### src/rtl/fsm_rr_arbiter_if.sv
// Handshake bundle between requester agents and the round-robin arbiter.
// The lock input exists only when FSM_RR_ARB_LOCK_EN is defined.
interface fsm_rr_arbiter_if #(
    parameter int NREQ = 4
);
    logic [NREQ-1:0] req;
    logic            done;
    logic [NREQ-1:0] gnt;
    logic            busy;
    logic            timeout;
    logic [1:0]      state_o;
`ifdef FSM_RR_ARB_LOCK_EN
    logic            lock;
`endif

    modport master (
        output req,
        output done,
`ifdef FSM_RR_ARB_LOCK_EN
        output lock,
`endif
        input  gnt,
        input  busy,
        input  timeout,
        input  state_o
    );

    modport slave (
        input  req,
        input  done,
`ifdef FSM_RR_ARB_LOCK_EN
        input  lock,
`endif
        output gnt,
        output busy,
        output timeout,
        output state_o
    );
endinterface

### src/rtl/fsm_rr_arbiter.sv
// Four-state round-robin arbiter: one-hot grants, bounded hold, one turnaround cycle between owners.
// Optional FSM_RR_ARB_LOCK_EN adds a lock input that suppresses the hold timeout.
module fsm_rr_arbiter #(
    parameter int NREQ     = 4,
    parameter int MAX_HOLD = 8
) (
    input logic             clk,
    input logic             reset,
    fsm_rr_arbiter_if.slave bus
);
    localparam int PTR_W  = (NREQ > 1) ? $clog2(NREQ) : 1;
    localparam int HCNT_W = (MAX_HOLD > 1) ? $clog2(MAX_HOLD) : 1;
    localparam logic [HCNT_W-1:0] HOLD_LAST = HCNT_W'(MAX_HOLD - 1);
    localparam logic [PTR_W-1:0]  PTR_LAST  = PTR_W'(NREQ - 1);
    localparam logic [NREQ-1:0]   ONE_HOT0  = NREQ'(1);

    typedef enum logic [1:0] {
        ST_R     = 2'd0,
        ST_IDLE  = 2'd1,
        ST_BUSY  = 2'd2,
        ST_DRAIN = 2'd3
    } state_t;

    state_t            state, state_nxt;
    logic [NREQ-1:0]   gnt_r, gnt_nxt;
    logic [PTR_W-1:0]  ptr, ptr_nxt;
    logic [PTR_W-1:0]  owner, owner_nxt;
    logic [HCNT_W-1:0] hcnt, hcnt_nxt;
    logic              timeout_r, timeout_nxt;
    logic [PTR_W:0]    pick;
    logic              lock_on;
    logic              hold_hit;
    logic              rel_done;
    logic              rel_drop;

    // Returns {found, index} of the first set request scanning ptr, ptr+1, ... modulo NREQ.
    function automatic logic [PTR_W:0] rr_pick(input logic [NREQ-1:0] r,
                                               input logic [PTR_W-1:0] p);
        logic             found;
        logic [PTR_W-1:0] sel;
        logic [PTR_W-1:0] cand;
        int               idx;
        found = 1'b0;
        sel   = '0;
        for (int i = 0; i < NREQ; i++) begin
            idx = int'(p) + i;
            if (idx >= NREQ) idx = idx - NREQ;
            cand = PTR_W'(idx);
            if (!found && r[cand]) begin
                found = 1'b1;
                sel   = cand;
            end
        end
        return {found, sel};
    endfunction

    function automatic logic [HCNT_W-1:0] hcnt_sat_inc(input logic [HCNT_W-1:0] h);
        return (h == HOLD_LAST) ? h : h + 1'b1;
    endfunction

`ifdef FSM_RR_ARB_LOCK_EN
    assign lock_on = bus.lock;
`else
    assign lock_on = 1'b0;
`endif

    assign pick     = rr_pick(bus.req, ptr);
    assign rel_done = bus.done;
    assign rel_drop = !bus.req[owner];
    assign hold_hit = (hcnt == HOLD_LAST) && !lock_on;

    always_ff @(posedge clk or posedge reset) begin
        if (reset) begin
            state     <= ST_R;
            gnt_r     <= '0;
            ptr       <= '0;
            owner     <= '0;
            hcnt      <= '0;
            timeout_r <= 1'b0;
        end else begin
            state     <= state_nxt;
            gnt_r     <= gnt_nxt;
            ptr       <= ptr_nxt;
            owner     <= owner_nxt;
            hcnt      <= hcnt_nxt;
            timeout_r <= timeout_nxt;
        end
    end

    always_comb begin
        state_nxt   = state;
        gnt_nxt     = gnt_r;
        ptr_nxt     = ptr;
        owner_nxt   = owner;
        hcnt_nxt    = hcnt;
        timeout_nxt = 1'b0;
        case (state)
            ST_R: state_nxt = ST_IDLE;
            ST_IDLE: begin
                if (pick[PTR_W]) begin
                    owner_nxt = pick[PTR_W-1:0];
                    gnt_nxt   = ONE_HOT0 << pick[PTR_W-1:0];
                    hcnt_nxt  = '0;
                    state_nxt = ST_BUSY;
                end
            end
            ST_BUSY: begin
                if (rel_done || rel_drop || hold_hit) begin
                    gnt_nxt     = '0;
                    ptr_nxt     = (owner == PTR_LAST) ? '0 : owner + 1'b1;
                    state_nxt   = ST_DRAIN;
                    // Timeout is flagged only when the hold limit was the sole cause.
                    timeout_nxt = hold_hit && !rel_done && !rel_drop;
                end else begin
                    hcnt_nxt = hcnt_sat_inc(hcnt);
                end
            end
            ST_DRAIN: state_nxt = ST_IDLE;
            default:  state_nxt = ST_R;
        endcase
    end

    assign bus.gnt     = gnt_r;
    assign bus.busy    = |gnt_r;
    assign bus.timeout = timeout_r;
    assign bus.state_o = state;
endmodule

### src/flat_wrapper.sv
// flat-port wrapper written by rule: the top's interface ports become plain ports
module fsm_rr_arbiter_flat 
#(
    parameter int NREQ     = 4,
    parameter int MAX_HOLD = 8
)
  (clk, reset, bus_req, bus_done, bus_gnt, bus_busy, bus_timeout, bus_state_o);
  fsm_rr_arbiter_if #(.NREQ(NREQ)) bus_i ();
  input logic clk;
  input logic reset;
  input wire logic [$bits(bus_i.req)-1:0] bus_req;
  input wire logic [$bits(bus_i.done)-1:0] bus_done;
  output wire logic [$bits(bus_i.gnt)-1:0] bus_gnt;
  output wire logic [$bits(bus_i.busy)-1:0] bus_busy;
  output wire logic [$bits(bus_i.timeout)-1:0] bus_timeout;
  output wire logic [$bits(bus_i.state_o)-1:0] bus_state_o;
  assign bus_i.req = bus_req;
  assign bus_i.done = bus_done;
  assign bus_gnt = bus_i.gnt;
  assign bus_busy = bus_i.busy;
  assign bus_timeout = bus_i.timeout;
  assign bus_state_o = bus_i.state_o;
  fsm_rr_arbiter #(.NREQ(NREQ), .MAX_HOLD(MAX_HOLD)) u_core (.clk(clk), .reset(reset), .bus(bus_i));
endmodule
### config.mk
export PLATFORM = sky130hd
export DESIGN_NAME = fsm_rr_arbiter_flat
export DESIGN_NICKNAME = d
export VERILOG_FILES = /design/src/rtl/fsm_rr_arbiter_if.sv /design/src/rtl/fsm_rr_arbiter.sv /design/src/flat_wrapper.sv
export SDC_FILE = /design/constraint.sdc
export NUM_CORES = 1
export LEC_CHECK = 0
export ABC_AREA = 1
export BUFFER_PORTS_ARGS = -buffer_cell sky130_fd_sc_hd__buf_4
export CAP_MARGIN = 20
export CORE_ASPECT_RATIO = 0.9
export CORE_MARGIN = 2
export CORE_UTILIZATION = 35
export DETAILED_ROUTE_END_ITERATION = 10
export MAX_ROUTING_LAYER = met4
export PLACE_DENSITY_LB_ADDON = 0.25
export SYNTH_ARGS = -nofsm -noshare
export SYNTH_HDL_FRONTEND = slang
export SYNTH_SLANG_ARGS = --single-unit
### constraint.sdc
create_clock -name clk -period 1.5 [get_ports clk]
set_input_delay 0.225 -clock clk [delete_from_list [all_inputs] [get_ports clk]]
set_output_delay 0.225 -clock clk [all_outputs]
set_load 0.01 [all_outputs]
* After elaboration in Yosys (flattened, before gate mapping) *
Cells that the tools add are included.
W data, S select, Z words.

cells by class
  $lt $le $gt $ge = 9
  add/sub/neg operators = 9
  reduce and logical (&&, ||, !) cells = 21
  mux-type cells = 35
  shifts and indexed selects = 1
  equal/unequal tests = 9

operator list
  cell                   count
  $mux W2                11
  $lt A2 B3 Y1 const B   5
  $mux W1                11
  $bmux W1 S2            5
  $ge A3 B3 Y1 const B   3
  $mux W3                3
  $mux W4                2
  $pmux W4 S2            1
  $sub A2 B1 Y2 const B  4
  $add A2 B2 Y3 const B  2
  $eq A2 B2 Y1 const B   3
  $pmux W2 S3            1
  $pmux W3 S2            1
  $reduce_and A2 Y1      3
  $logic_and A1 B1 Y1    5
  $logic_not A1 Y1       5
  $ne A2 B1 Y1 const B   2
  $ne A2 B2 Y1 const B   2
  $reduce_and A4 Y1      1
  $reduce_or A4 Y1       1
  $shl A1 B2 Y4 const A  1
  $add A2 B1 Y3 const B  1
  $add A3 B1 Y3 const B  1
  $eq A3 B3 Y1 const B   1
  8 further kinds        9

word-level totals
  input port bits = 7
  output and inout bits = 8
  word-level logic and storage cells = 90
  register bits after elaboration = 14

* Depth between registers and ports, before layout *
  depth after elaboration = 17
  mapped depth = 14
  gate-level depth less buffers = 13

* Worst setup path after synthesis *
OpenSTA, ideal clock, no wires.

  path type = register to register
  from = register u_core.ptr[0]
  to = register u_core.gnt_r[0] (netlist: u_core.bus.gnt[0])
  path slack = 0.081 ns
  buffers on the path = 1
  stages on the path, launching flop included = 14
  required time = 1.383 ns
  clock period less this slack = 1.419 ns
  library setup time = 0.117 ns
  data arrival time = 1.302 ns
  cell sequence = dfrtp_1 > buf_6 > inv_8 > nand2_2 > nand3_1 > nand2_2 > nor2_4 > nand3_1 > nand2_1 > inv_1 > nand2_2 > inv_2 > nand3_1 > nand2_1

between the ends
  word-level cells in the longest chain between the ends = 17
  elaborated cells on any way between the ends = 42
  those cells by class = 7 x add/sub; 4 x order compare; 1 x eq/ne; 1 x shift; 22 x mux; 7 x reduce/logical

RTL lines
  what                                                                    RTL line              text
  start, declared                                                         fsm_rr_arbiter.sv:26  logic [PTR_W-1:0] ptr, ptr_nxt;
  start signal, assigned                                                  fsm_rr_arbiter.sv:83  ptr <= ptr_nxt;
  parallel branches: the longest is 17 deep, another holds $add A2 B1 Y3  -
  end signal, assigned                                                    fsm_rr_arbiter.sv:82  gnt_r <= gnt_nxt;
  end, declared                                                           fsm_rr_arbiter.sv:25  logic [NREQ-1:0] gnt_r, gnt_nxt;

Parallel ways; which one is timed is not known. The select of a mux whose other input is x is not followed.
A chain may end at the register's enable or synchronous reset.

* Worst setup path in the final report *
  from = register u_core.ptr[0]
  to = register u_core.gnt_r[2] (netlist: u_core.bus.gnt[2])

Same word-level chain as after synthesis.

==> metrics.cfg <==
[placed_design]
port_buf_inserts = 14
dpl-instance-area_um2 = 1250
place_inst = 195
finalWeightedCongestion = 0.851
detailed_place_hpwl_um = 1800

[sta]
timing.final.ws_setup_ns = -0.0993
fin_crit_ns = 1.60
worst_hold_slack_ns = -0.0149
fin_crit_sh_pct = 107
worst_slew_pin_slew_ns = 0.532
slew_violations = 0
fmax_ghz = 0.625
grt_setup_unrepaired = yes
headroom_to_the_max_slew_limit_pct = 64.5
finalHoldViolations = 14
report.final.setup_viol = 12
fin_skew_ns = 0.000988

[route]
drtIter0Drc = 30
routed_wire_length_per_instance_um = 11.6
drt-vias-per-instance = 4.61
first_pass_iters = 4
final_antenna_net_count = 0
drc_errors = 0
wl_um = 2390
via_count = 949

[clocking]
tritoncts = yes
cts-buffers-inserted = 3
cts.hold.buffers_added = 0
clock_latency_ns = 0.27
numClockSinks = 14
ctsHtreeMaxLevel = 1
ctsRootBufferMaster = clkbuf_4
clock_tree.buffer_depth = 2
cts_clock_pin_slew_for_the_worst_setup_and_hold_paths_ns = 0.08

[worst_setup_path]
r2r_start = u_core.ptr[0]$_DFFE_PP0P_
worstSetupPathType = flop to flop
timing.critical_path.to_type = flop
critical_path_arrival_ns = 1.77
rr_endpoint = u_core.bus.gnt[2]$_DFFE_PP0P_
crit_fanout = 4
cp.required_ns = 1.67
r2r_setup_slack_ns = -0.1
critPathLaunchType = flop
ff2ff_path_depth = 11

[yosys]
post_synth_fa_ha_maj_area_fraction_pct = 7.32
postSynthNetCount = 144
yosysWarningCount = 0
seq_area_frac_synth_pct = 34.1
netlist.top_cell.by_area = dfrtp_1
post_synth_mux_area_share_pct = 0
synthXorXnorAreaFrac_pct = 0
synthesis.area_um2 = 1030
synthDominantCellAreaShare_pct = 34.1
synth_flop_cell = dfrtp_1
synth_commonest_cells = 41 x nand2_1, 14 x dfrtp_1, 13 x inv_1
synth_enable_flop_cells = 0
complex_gate_fraction_of_the_synthesized_area_pct = 8.78
synth_register_bits = 14
yosys.area_share.simple_pct = 41.3
synth_cell_type_count = 25
synth_area_per_cell_um2 = 7.83
synth-async-reset-ratio_pct = 100
synth_top_family_by_area = simple AND/OR/NAND/NOR gates
synth_most_common_cell = nand2_1
netlist_instances = 131
synth_area_leaders = dfrtp_1 34%, nand2_1 15%, ha_1 7.3%

[finish]
final-instance-count-excl-fill = 206
area_growth_syn_to_layout_pct = 41.1
share_of_cells_above_drive_strength_1_pct = 47.6
finish.net_count = 180
final_core_occ_pct = 52.3
final_design_area_no_fill_um2 = 1450
n_antenna_cell = 0

[floorplanning]
io_pins = 15
die_area_um2 = 3380
row_count = 18
initial_core_util_pct = 37.0
die_height_um = 55.4
coreArea_um2 = 2770
chipWidth_um = 61.1

[global_routing]
pin_count_of_the_biggest_net_entering_global_routing = 15
antenna_found_initial = 0
grt.overflow.total = 0
globalRouteTotalUtil_pct = 15.9
grt_first_pass_wirelength_um = 4080
first_global_vias = 957

[pwr]
vdd_ir_drop_max_mv = 1.25
power_leakage_nw = 0.776
p_per_area_nw_per_um2 = 2380
p_total_mw = 3.44

[run]
max-cap-violations = 0

[outcome]
failed_checks = hold timing, setup timing
run_status = complete, but fails checks

[hold_path]
hold_class = input port to async pin

## per-layer routing
layer | share of wire (%) | GRT usage, % | wire length [um]
met1 | 45 | 20.9 | 1060
met2 | 52 | 25.2 | 1250
met3 | 2.0 | 1.87 | 48
met4 | 1.0 | 4.66 | 25
met5 | 0 | - | 0
## worst max path at each step
stage / startpoint / end / slack (ns) / cells past startpoint
finish: u_core.ptr[0]$_DFFE_PP0P_ / u_core.bus.gnt[2]$_DFFE_PP0P_ / -0.1 / 11
global route: u_core.ptr[0]$_DFFE_PP0P_ / u_core.bus.gnt[2]$_DFFE_PP0P_ / -0.20 / 11
CTS: u_core.ptr[0]$_DFFE_PP0P_ / u_core.bus.gnt[0]$_DFFE_PP0P_ / -0.08 / 13
detailed placement: u_core.ptr[0]$_DFFE_PP0P_ / u_core.bus.gnt[0]$_DFFE_PP0P_ / -0.19 / 11
global placement: u_core.ptr[0]$_DFFE_PP0P_ / u_core.bus.gnt[1]$_DFFE_PP0P_ / -0.14 / 11
floorplan: u_core.ptr[0]$_DFFE_PP0P_ / u_core.bus.gnt[0]$_DFFE_PP0P_ / 0.08 / 13
## sequential cells by signal, summed over array words and instances, names as in the netlist
name / cells
u_core.hcnt: 3
u_core.ptr: 2
u_core.bus.gnt: 4
u_core.bus.state_o: 2
u_core.owner: 2
u_core.bus.timeout: 1
## worst max-delay path, cell delays in order (launching register included)
cell and delay, ns:
dfrtp_2 0.44, buf_6 0.14, nand2_2 0.09, nand2_4 0.07, nand2_4 0.08, nand2_4 0.05
nor2_4 0.17, nand4_4 0.16, nand3_4 0.13, nor2_4 0.06, nand3_1 0.07, nand2_1 0.05
## metrics by stage
stage	setup WS, ns	setup TNS, ns
2_1_floorplan	0.0809	0
3_3_place_gp	-0.139	-0.854
3_5_place_dp	-0.191	-1.45
4_1_cts	-0.0806	-0.559
5_1_grt	-0.198	-1.99
6_report	-0.0993	-0.719
## layout make-up
class	count	area, um^2
fill	271	1320
multi-input combinational	98	667
sequential	14	353
timing repair buffer	32	262
inverter	18	80.1
tap	40	50.0
clock buffer	4	36.3
## cells in the final DEF (no fill, tap or decap), types with 2 or more instances in the layout
master | Yosys | final
inv_1 | 13 | 12
nand2_1 | 41 | 35
nor2_4 | 1 | 2
inv_2 | 4 | 5
o21ai_2 | 2 | 2
nand4_1 | 2 | 2
dfrtp_1 | 14 | 12
a21oi_1 | 3 | 3
nand2_4 | 4 | 8
buf_4 | 0 | 27
ha_1 | 6 | 6
nand2_2 | 11 | 13
clkbuf_4 | 0 | 3
dfrtp_2 | 0 | 2
nand3_1 | 12 | 8
nand3_2 | 1 | 5
buf_6 | 1 | 3
o21ai_1 | 6 | 6
## cells by family (layout without fill, tap and decap cells)
| family | Yosys count | in the layout |
|---|---|---|
| and+or+nand+nor | 78 | 78 |
| DFF | 14 | 14 |
| buffers and inverters | 19 | 54 |
| AOI/OAI and AO/OA | 14 | 14 |
| adders and majority gates | 6 | 6 |
## power by group
group / total [mW] / internal [mW] / switching (mW)
combinational: 2.51 / 1.10 / 1.41
clock: 0.266 / 0.147 / 0.119
sequential: 0.664 / 0.527 / 0.138
total: 3.44 / 1.78 / 1.66
## timing repair
action | CTS | global route
endpoints found under the setup margin | 12 | 14
gates cloned | 0 | 0
gates resized for setup | 15 | 11
buffers inserted | 6 | 1
pin swaps | 5 | 3
Power figures use the tool's default switching activity.
